<file path="src/rtl/riscv_pkg.sv">
// Shared RISC-V privilege, PMP configuration types
// and CSR address constants.
package riscv;

  typedef enum logic [1:0] {
    PRIV_LVL_U = 2'b00,
    PRIV_LVL_S = 2'b01,
    PRIV_LVL_M = 2'b11
  } priv_lvl_t;

  typedef enum logic [1:0] {
    OFF   = 2'b00,
    TOR   = 2'b01,
    NA4   = 2'b10,
    NAPOT = 2'b11
  } pmp_addr_mode_t;

  typedef struct packed {
    logic x;
    logic w;
    logic r;
  } pmp_access_t;

  typedef struct packed {
    logic           locked;
    logic [1:0]     reserved;
    pmp_addr_mode_t addr_mode;
    pmp_access_t    access_type;
  } pmpcfg_t;

  localparam logic [11:0] CSR_PMPCFG0  = 12'h3A0;
  localparam logic [11:0] CSR_PMPCFG2  = 12'h3A2;
  localparam logic [11:0] CSR_PMPADDR0 = 12'h3B0;

endpackage

</file>
<file path="src/rtl/pmp_csr_regs_pkg.sv">
// Local helpers for the PMP CSR register file.
// Address decode shared by the top and its sub-blocks.
package pmp_csr_regs_pkg;
  import riscv::*;

  localparam int unsigned NUM_PMP = 16;

  function automatic logic is_pmpaddr(
    input logic [11:0] a
  );
    return (a & 12'hFF0) == CSR_PMPADDR0;
  endfunction

endpackage

</file>
<file path="src/rtl/pmp_cfg_legalize.sv">
// WARL legalization of one written pmpcfg byte.
// Reserved bits forced 0; R=0,W=1 collapses to R=0,W=0.
module pmp_cfg_legalize
  import riscv::*;
(
  input  pmpcfg_t cfg_i,
  output pmpcfg_t cfg_o
);

  logic unused_reserved;
  assign unused_reserved = ^cfg_i.reserved;

  always_comb begin
    cfg_o          = cfg_i;
    cfg_o.reserved = 2'b00;
    if (!cfg_i.access_type.r && cfg_i.access_type.w)
      cfg_o.access_type.w = 1'b0;
  end

endmodule

</file>
<file path="src/rtl/pmp_csr_regs.sv">
// PMP configuration and address CSR register file
// with a one-cycle response and pre-write read data.
module pmp_csr_regs
  import riscv::*;
  import pmp_csr_regs_pkg::*;
#(
  parameter int unsigned XLEN       = 64,
  parameter int unsigned PMP_LEN    = 54,
  parameter int unsigned NR_ENTRIES = 16
) (
  input  logic                           clk_i,
  input  logic                           rst_i,
  input  logic                           req_i,
  input  logic                           we_i,
  input  logic [11:0]                    addr_i,
  input  logic [XLEN-1:0]                wdata_i,
  input  riscv::priv_lvl_t               priv_lvl_i,
  output logic                           rvalid_o,
  output logic [XLEN-1:0]                rdata_o,
  output logic                           err_o,
  output logic [15:0][PMP_LEN-1:0]       conf_addr_o,
  output riscv::pmpcfg_t [15:0]          conf_o
);

  logic            is_cfg0;
  logic            is_cfg2;
  logic            is_addr;
  logic            legal;
  logic            wr_en;
  logic [3:0]      idx;
  logic [XLEN-1:0] rd_val;

  logic            rvalid_d, rvalid_q;
  logic            err_d, err_q;
  logic [XLEN-1:0] rdata_d, rdata_q;

  logic unused_wdata;
  assign unused_wdata = ^wdata_i;

  assign idx = addr_i[3:0];

  always_comb begin
    is_cfg0 = addr_i == CSR_PMPCFG0;
    is_cfg2 = addr_i == CSR_PMPCFG2;
    is_addr = is_pmpaddr(addr_i);
    legal   = (is_cfg0 | is_cfg2 | is_addr)
            && priv_lvl_i == PRIV_LVL_M;
    wr_en   = req_i && we_i && legal;
  end

  // Unimplemented entries are tied to zero, so
  // reading through the outputs covers them.
  always_comb begin
    rd_val = '0;
    unique case (1'b1)
      is_cfg0: rd_val = XLEN'(conf_o[7:0]);
      is_cfg2: rd_val = XLEN'(conf_o[15:8]);
      is_addr: rd_val = XLEN'(conf_addr_o[idx]);
      default: rd_val = '0;
    endcase
  end

  always_comb begin
    rvalid_d = req_i;
    err_d    = req_i && !legal;
    rdata_d  = (req_i && legal) ? rd_val : '0;
  end

  always_ff @(posedge clk_i) begin
    if (rst_i) begin
      rvalid_q <= 1'b0;
      err_q    <= 1'b0;
      rdata_q  <= '0;
    end else begin
      rvalid_q <= rvalid_d;
      err_q    <= err_d;
      rdata_q  <= rdata_d;
    end
  end

  assign rvalid_o = rvalid_q;
  assign err_o    = err_q;
  assign rdata_o  = rdata_q;

  for (genvar i = 0; i < 16; i++) begin : g_ent
    if (i < NR_ENTRIES) begin : g_impl
      pmpcfg_t             cfg_d, cfg_q;
      pmpcfg_t             cfg_new;
      logic [PMP_LEN-1:0]  addr_d, addr_q;
      logic                tor_lock;
      logic                cfg_sel;

      pmp_cfg_legalize u_legalize (
        .cfg_i (pmpcfg_t'(wdata_i[8*(i%8)+:8])),
        .cfg_o (cfg_new)
      );

      if (i < 15) begin : g_nxt
        assign tor_lock = conf_o[i+1].locked
          && conf_o[i+1].addr_mode == TOR;
      end else begin : g_last
        assign tor_lock = 1'b0;
      end

      assign cfg_sel = (i < 8) ? is_cfg0 : is_cfg2;

      // Lock checks use the stored (pre-write) state.
      always_comb begin
        cfg_d  = cfg_q;
        addr_d = addr_q;
        if (wr_en && cfg_sel && !cfg_q.locked)
          cfg_d = cfg_new;
        if (wr_en && is_addr && idx == 4'(i)
            && !cfg_q.locked && !tor_lock)
          addr_d = wdata_i[PMP_LEN-1:0];
      end

      always_ff @(posedge clk_i) begin
        if (rst_i) begin
          cfg_q  <= '0;
          addr_q <= '0;
        end else begin
          cfg_q  <= cfg_d;
          addr_q <= addr_d;
        end
      end

      assign conf_o[i]      = cfg_q;
      assign conf_addr_o[i] = addr_q;
    end else begin : g_none
      assign conf_o[i]      = '0;
      assign conf_addr_o[i] = '0;
    end
  end

endmodule

</file>
<file path="config.mk">
export PLATFORM = sky130hd
export DESIGN_NAME = pmp_csr_regs
export DESIGN_NICKNAME = d
export VERILOG_FILES = /design/src/rtl/riscv_pkg.sv /design/src/rtl/pmp_csr_regs_pkg.sv /design/src/rtl/pmp_cfg_legalize.sv /design/src/rtl/pmp_csr_regs.sv
export SDC_FILE = /design/constraint.sdc
export NUM_CORES = 2
export LEC_CHECK = 0
export CAP_MARGIN = 40
export CORE_AREA = 2 2 446 448
export DETAILED_ROUTE_END_ITERATION = 8
export DIE_AREA = 0 0 448 450
export PLACE_DENSITY = 0.46
export SYNTH_ARGS = -nofsm -noshare
export SYNTH_HDL_FRONTEND = slang
export SYNTH_SLANG_ARGS = --single-unit
</file>
<file path="constraint.sdc">
create_clock -name clk_i -period 2.1 [get_ports clk_i]
set_input_delay 0.21 -clock clk_i [delete_from_list [all_inputs] [get_ports clk_i]]
set_output_delay 0.21 -clock clk_i [all_outputs]
set_load 0.02 [all_outputs]
</file>
* Word level (Yosys, flattened, before mapping) *
Index checks and enable logic that the tools add are counted.

word-level totals
  flip-flop bits (word level) = 1026
  bits of input ports = 82

cells by class
  multiplexer cells = 11
  eq/ne operators = 34
  $lt $le $gt $ge = 1
  reduce and logical (&&, ||, !) cells = 136
  bitwise gates (word level) = 3

operators with widths
  cell                                                        count
  binary-select mux 54 bit (select 4 bit)                     1
  case mux 64 bit (3 select lines)                            1
  logical AND 1 bit                                           94
  2-to-1 mux 54 bit                                           1
  zero test 1 bit                                             40
  equality test 4 bit, second input constant                  8
  equality test 2 x 1 -> 1 bit, second input constant         15
  equality test 12 x 10 -> 1 bit, second input constant       2
  equality test 4 x 3 -> 1 bit, second input constant         4
  equality test 4 x 2 -> 1 bit, second input constant         2
  equality test 8 x 6 -> 1 bit, second input constant         1
  2-to-1 mux 1 bit                                            8
  less-than comparator 4 x 5 -> 1 bit, second input constant  1
  equality test 4 x 1 -> 1 bit, second input constant         1
  zero test 4 bit                                             1
  equality test 2 bit, second input constant                  1
  OR 1 bit                                                    2
  OR reduction 2 bit                                          1
  NOT 1 bit                                                   1

* Logic depth before layout (Yosys ltp) *
  depth in word-level cells = 9
  mapped depth = 8
  mapped depth without buffers = 4

* Modules after synthesis *
Synthesis repeated with hierarchy kept, for this count alone.

second synthesis, totals
  cell total of the unflattened synthesis = 5369
  area, all modules = 45414.8 um^2

by module, submodules not included
  module            cells each  sequential area each (um^2)  instances  area an instance (um^2)
  pmp_csr_regs      5225        21180.3                      1          44413.8
  pmp_cfg_legalize  9           0.0                          16         62.6

* Least setup slack after synthesis *
Ideal clock, no wire load.

  path kind = input -> register
  from = in addr_i[2]
  to = reg rdata_q[3], in the netlist rdata_o[3]
  data arrival time = 1.853 ns
  required time = 1.964 ns
  stages on the path = 6
  slack = 0.111 ns
  library setup time = 0.136 ns
  cells stage by stage = buf_2 buf_1 mux4_2 mux2_2 nand2_1 o221ai_1

between the ends
  word-level cells in the longest chain between the ends = 7

RTL lines
  what                                                      RTL line                                text
  start: declaration                                        pmp_csr_regs.sv:15                      input logic [11:0] addr_i,
  equality test 12 x 10 -> 1 bit, on equally long branches  pmp_csr_regs.sv:43, pmp_csr_regs.sv:44
  OR 1 bit (2 in series)                                    pmp_csr_regs.sv:46                      legal = (is_cfg0 | is_cfg2 | is_addr)
  logical AND 1 bit                                         pmp_csr_regs.sv:47                      && priv_lvl_i == PRIV_LVL_M;
  logical AND 1 bit                                         pmp_csr_regs.sv:66                      rdata_d = (req_i && legal) ? rd_val : '0;
  NOT 1 bit (no line)                                       --
  OR reduction 2 bit (no line)                              --
  end signal: assignment                                    pmp_csr_regs.sv:77                      rdata_q <= rdata_d;
  end: declaration                                          pmp_csr_regs.sv:35                      logic [XLEN-1:0] rdata_d, rdata_q;

Parallel ways exist; a longest one is shown, timed or not. The select of a mux whose other input is x is not followed.
A chain may end at the register's enable or synchronous reset.

* Worst setup path in the final report *
  from = reg g_ent[14].g_impl.addr_q[17]
  to = out conf_addr_o[773] (netlist bit)

RTL lines
  what                      RTL line             text
  start: declaration        pmp_csr_regs.sv:89   logic [PMP_LEN-1:0] addr_d, addr_q;
  start signal: assignment  pmp_csr_regs.sv:124  addr_q <= addr_d;
  end: declaration          pmp_csr_regs.sv:21   output logic [15:0][PMP_LEN-1:0] conf_addr_o,

No word-level cell between the ends.

==> impl_metrics.csv <==
group,metric,value,unit
route,viasPerCell,5.17,
sta,rsz0062_at_grt,"no",
synthesis,synth.largest_area_cell,"dfxtp_1",
sta,worst_pin_slew,928,ps
die,initial_utilization,0.237,
min_path,hold_path.class,"input port to flop",
sta,finalHoldViolations,0,
sta,finClkSkew,38.8,ps
synthesis,synth_top_area_share,0.439,
placement,place_area,0.0633,mm2
route,drt-initial-drc-count,3772,
synthesis,ys_async_sr_fraction,0,
finish,final_area,0.0669,mm2
clock_network,cts_tree,"yes",
die,pin_count,1140,
power,peakVddDrop,567,uV
global_routing,met3_usage,0.0596,
sta,setup_viol,0,
route,vias,44078,
clock_network,path_clk_slew,60,ps
synthesis,yosysWarnings,0,
worst_setup_path,cp.arrival,1850,ps
synthesis,ys_top_cells_by_count,"1023 x dfxtp_1, 567 x mux2i_1, 538 x nand2b_1",
finish,filler_cell_count,20175,
clock_network,clkSinkCount,1023,
route,drtPass1Iterations,6,
clock_network,cts_root_buffer,"clkbuf_16",
power,power,0.0448,W
worst_setup_path,crit_slowest_cell,"clkdlybuf4s50_1",
global_routing,gr-total-overflow,0,
route,wirelength,285000,um
global_routing,use_met2,0.452,
sta,maxSlewHeadroom,0.382,
global_routing,grt_first_pass_wirelength,384000,um
global_routing,track_usage,0.273,
finish,fin_nets,5853,
worst_setup_path,critical-path-max-stage-delay,680,ps
synthesis,synth.area.top_cells,"dfxtp_1 44%, mux2i_1 12%, mux4_2 10%",
power,cellPowerDensity,670,mW/mm2
global_routing,grt_use_met1,0.323,
placement,pre_cts_ws,-673,ps
synthesis,synth_edf_count,0,
worst_setup_path,cp-start-kind,"flop",
sta,setup_slack,43.6,ps
clock_network,cts_made_buffers,131,
sta,maxClockFrequency,0.486,GHz
route,remaining_drc_errors,0,
worst_setup_path,critPathMaxFanout,3,
route,drtAntennaViolNets,0,
die,core-area,0.197,mm2
placement,gp_congestion,0.900,
clock_network,clock_path_buffers,3,
synthesis,syn_area,0.0466,mm2
synthesis,synth_cell_types,51,
placement,hpwl,213000,um
global_routing,grt_start_max_net_pins,105,
worst_setup_path,path_cells,"clkdlybuf4s50_1",
global_routing,antenna_found_initial,27,
placement,placement.io_buffers,1101,
worst_setup_path,worst-setup-path-type,"flop to output pin",
run_status,outcome,"complete, no violations",
finish,drive_above_1_share,0.166,
synthesis,syn_avg_cell_area,9.99,um2
synthesis,ys_seq_elements,1023,
die,die-area,0.202,mm2
sta,fin_crit,2060,ps
die,die_y,450,um
global_routing,grt_pass1_vias,43331,
worst_setup_path,path_buf_inv,1,
sta,period_share,0.979,
worst_setup_path,cp.required,1890,ps
placement,placed_cells,8274,
synthesis,synth_ff_type,"dfxtp_1",
synthesis,synth.most_common_cell,"dfxtp_1",
power,p_leak,28.9,nW
die,die_x,448,um
finish,fin_util,0.340,
job,maxCapViolCount,0,
worst_setup_path,crit_path_end_kind,"output pin",
die,row_count,163,
worst_setup_path,cp_top_family,"buffers and inverters",
finish,final-instance-count-excl-fill,8520,
route,drt-wirelength-per-cell,33.5,um
global_routing,grt_busiest_layer,"met2",
sta,slew_viol_final,0,
synthesis,synth-seq-area-share,0.439,
synthesis,syn_inst,4668,
clock_network,insertion_delay,820,ps
finish,syn_to_final_growth,43.3,%
clock_network,htree_levels,4,
==> report_power, final <==
| group | total, W | internal, W | switching, W | leakage (nW) |
|---|---|---|---|---|
| Combinational | 0.00246 | 0.000930 | 0.00153 | 18.6 |
| Clock | 0.0229 | 0.0132 | 0.00970 | 2.09 |
| Sequential | 0.0194 | 0.0194 | 0.00000188 | 8.24 |
| Total | 0.0448 | 0.0336 | 0.0112 | 28.9 |
==> flip-flops by register name (all words and copies together), names as in the netlist <==
| signal | count |
|---|---|
| conf_o | 96 |
| err_o | 1 |
| g_ent.g_impl.addr_q | 864 |
| rdata_o | 61 |
| rvalid_o | 1 |
==> cell usage in the layout, fill, tap and decap left out, types with 35 or more instances in the layout <==
master | Yosys | final
mux4_2 | 216 | 216
nand2b_1 | 538 | 538
dlygate4sd2_1 | 0 | 669
nand2_1 | 55 | 55
mux2i_1 | 567 | 565
o21ai_0 | 498 | 498
buf_12 | 5 | 121
mux2_2 | 35 | 35
dfxtp_1 | 1023 | 1017
conb_1 | 1 | 35
a21oi_1 | 473 | 473
clkdlybuf4s50_1 | 0 | 389
nand3_1 | 432 | 432
buf_4 | 45 | 329
clkbuf_1 | 379 | 38
clkbuf_16 | 0 | 132
==> worst paths after layout <==
| kind | slack [ps] | start | cells past startpoint | to |
|---|---|---|---|---|
| min | 80 | wdata_i[56] | 3 | conf_o[120]$_SDFFE_PP0P_ |
| max | 40 | g_ent[14].g_impl.addr_q[17]$_SDFFE_PP0P_ | 1 | conf_addr_o[773] |
| max reg2reg | 240 | conf_o[39]$_SDFFE_PP0P_ | 6 | g_ent[3].g_impl.addr_q[24]$_SDFFE_PP0P_ |
| min reg2reg | 490 | g_ent[6].g_impl.addr_q[26]$_SDFFE_PP0P_ | 2 | g_ent[6].g_impl.addr_q[26]$_SDFFE_PP0P_ |
==> cells by family (layout without fill, tap and decap cells) <==
group / count (synthesis) / after routing / share of synthesized area
AO/OA/AOI/OAI: 1061 / 1061 / 0.123
flip-flops: 1023 / 1023 / 0.439
AND/OR/NAND/NOR: 1158 / 1158 / 0.142
buffers and inverters: 607 / 1776 / 0.0611
other: 1 / 44 / 0.0000804
multiplexers: 818 / 818 / 0.234
==> metrics by stage <==
stage	hold slack [ps]	TNS (ps)
final	77.5	0
after global routing	67.1	0
after CTS	11.3	0
after detailed placement	478	-409000
after global placement	472	-398340
after floorplan	362	0
==> layout make-up <==
type / instances / area, um2 / area share
clock inverter: 38 / 508 / 0.00760
multi-input combinational: 3072 / 23700 / 0.355
antenna: 9 / 22.5 / 0.000337
clock buffer: 195 / 3790 / 0.0567
timing repair buffer: 1535 / 15000 / 0.224
inverter: 8 / 30.0 / 0.000449
tap: 2640 / 3300 / 0.0494
sequential: 1023 / 20500 / 0.306
==> what timing repair did <==
item                                    CTS  global route
cloned                                    0             0
resized for setup                       685            18
setup buffers                             0             0
endpoints found under the setup margin  673            18
endpoints found under the hold margin    21             0
hold buffers                              4             0
==> per-layer routing <==
layer	vias up	part of all wire	routed length, um
li1	18899	-	-
met1	22515	0.39	111000
met2	2140	0.47	135000
met3	508	0.070	19800
met4	16	0.068	19300
met5	-	0.00040	113
No activity file was read; power rests on OpenSTA's default activity.
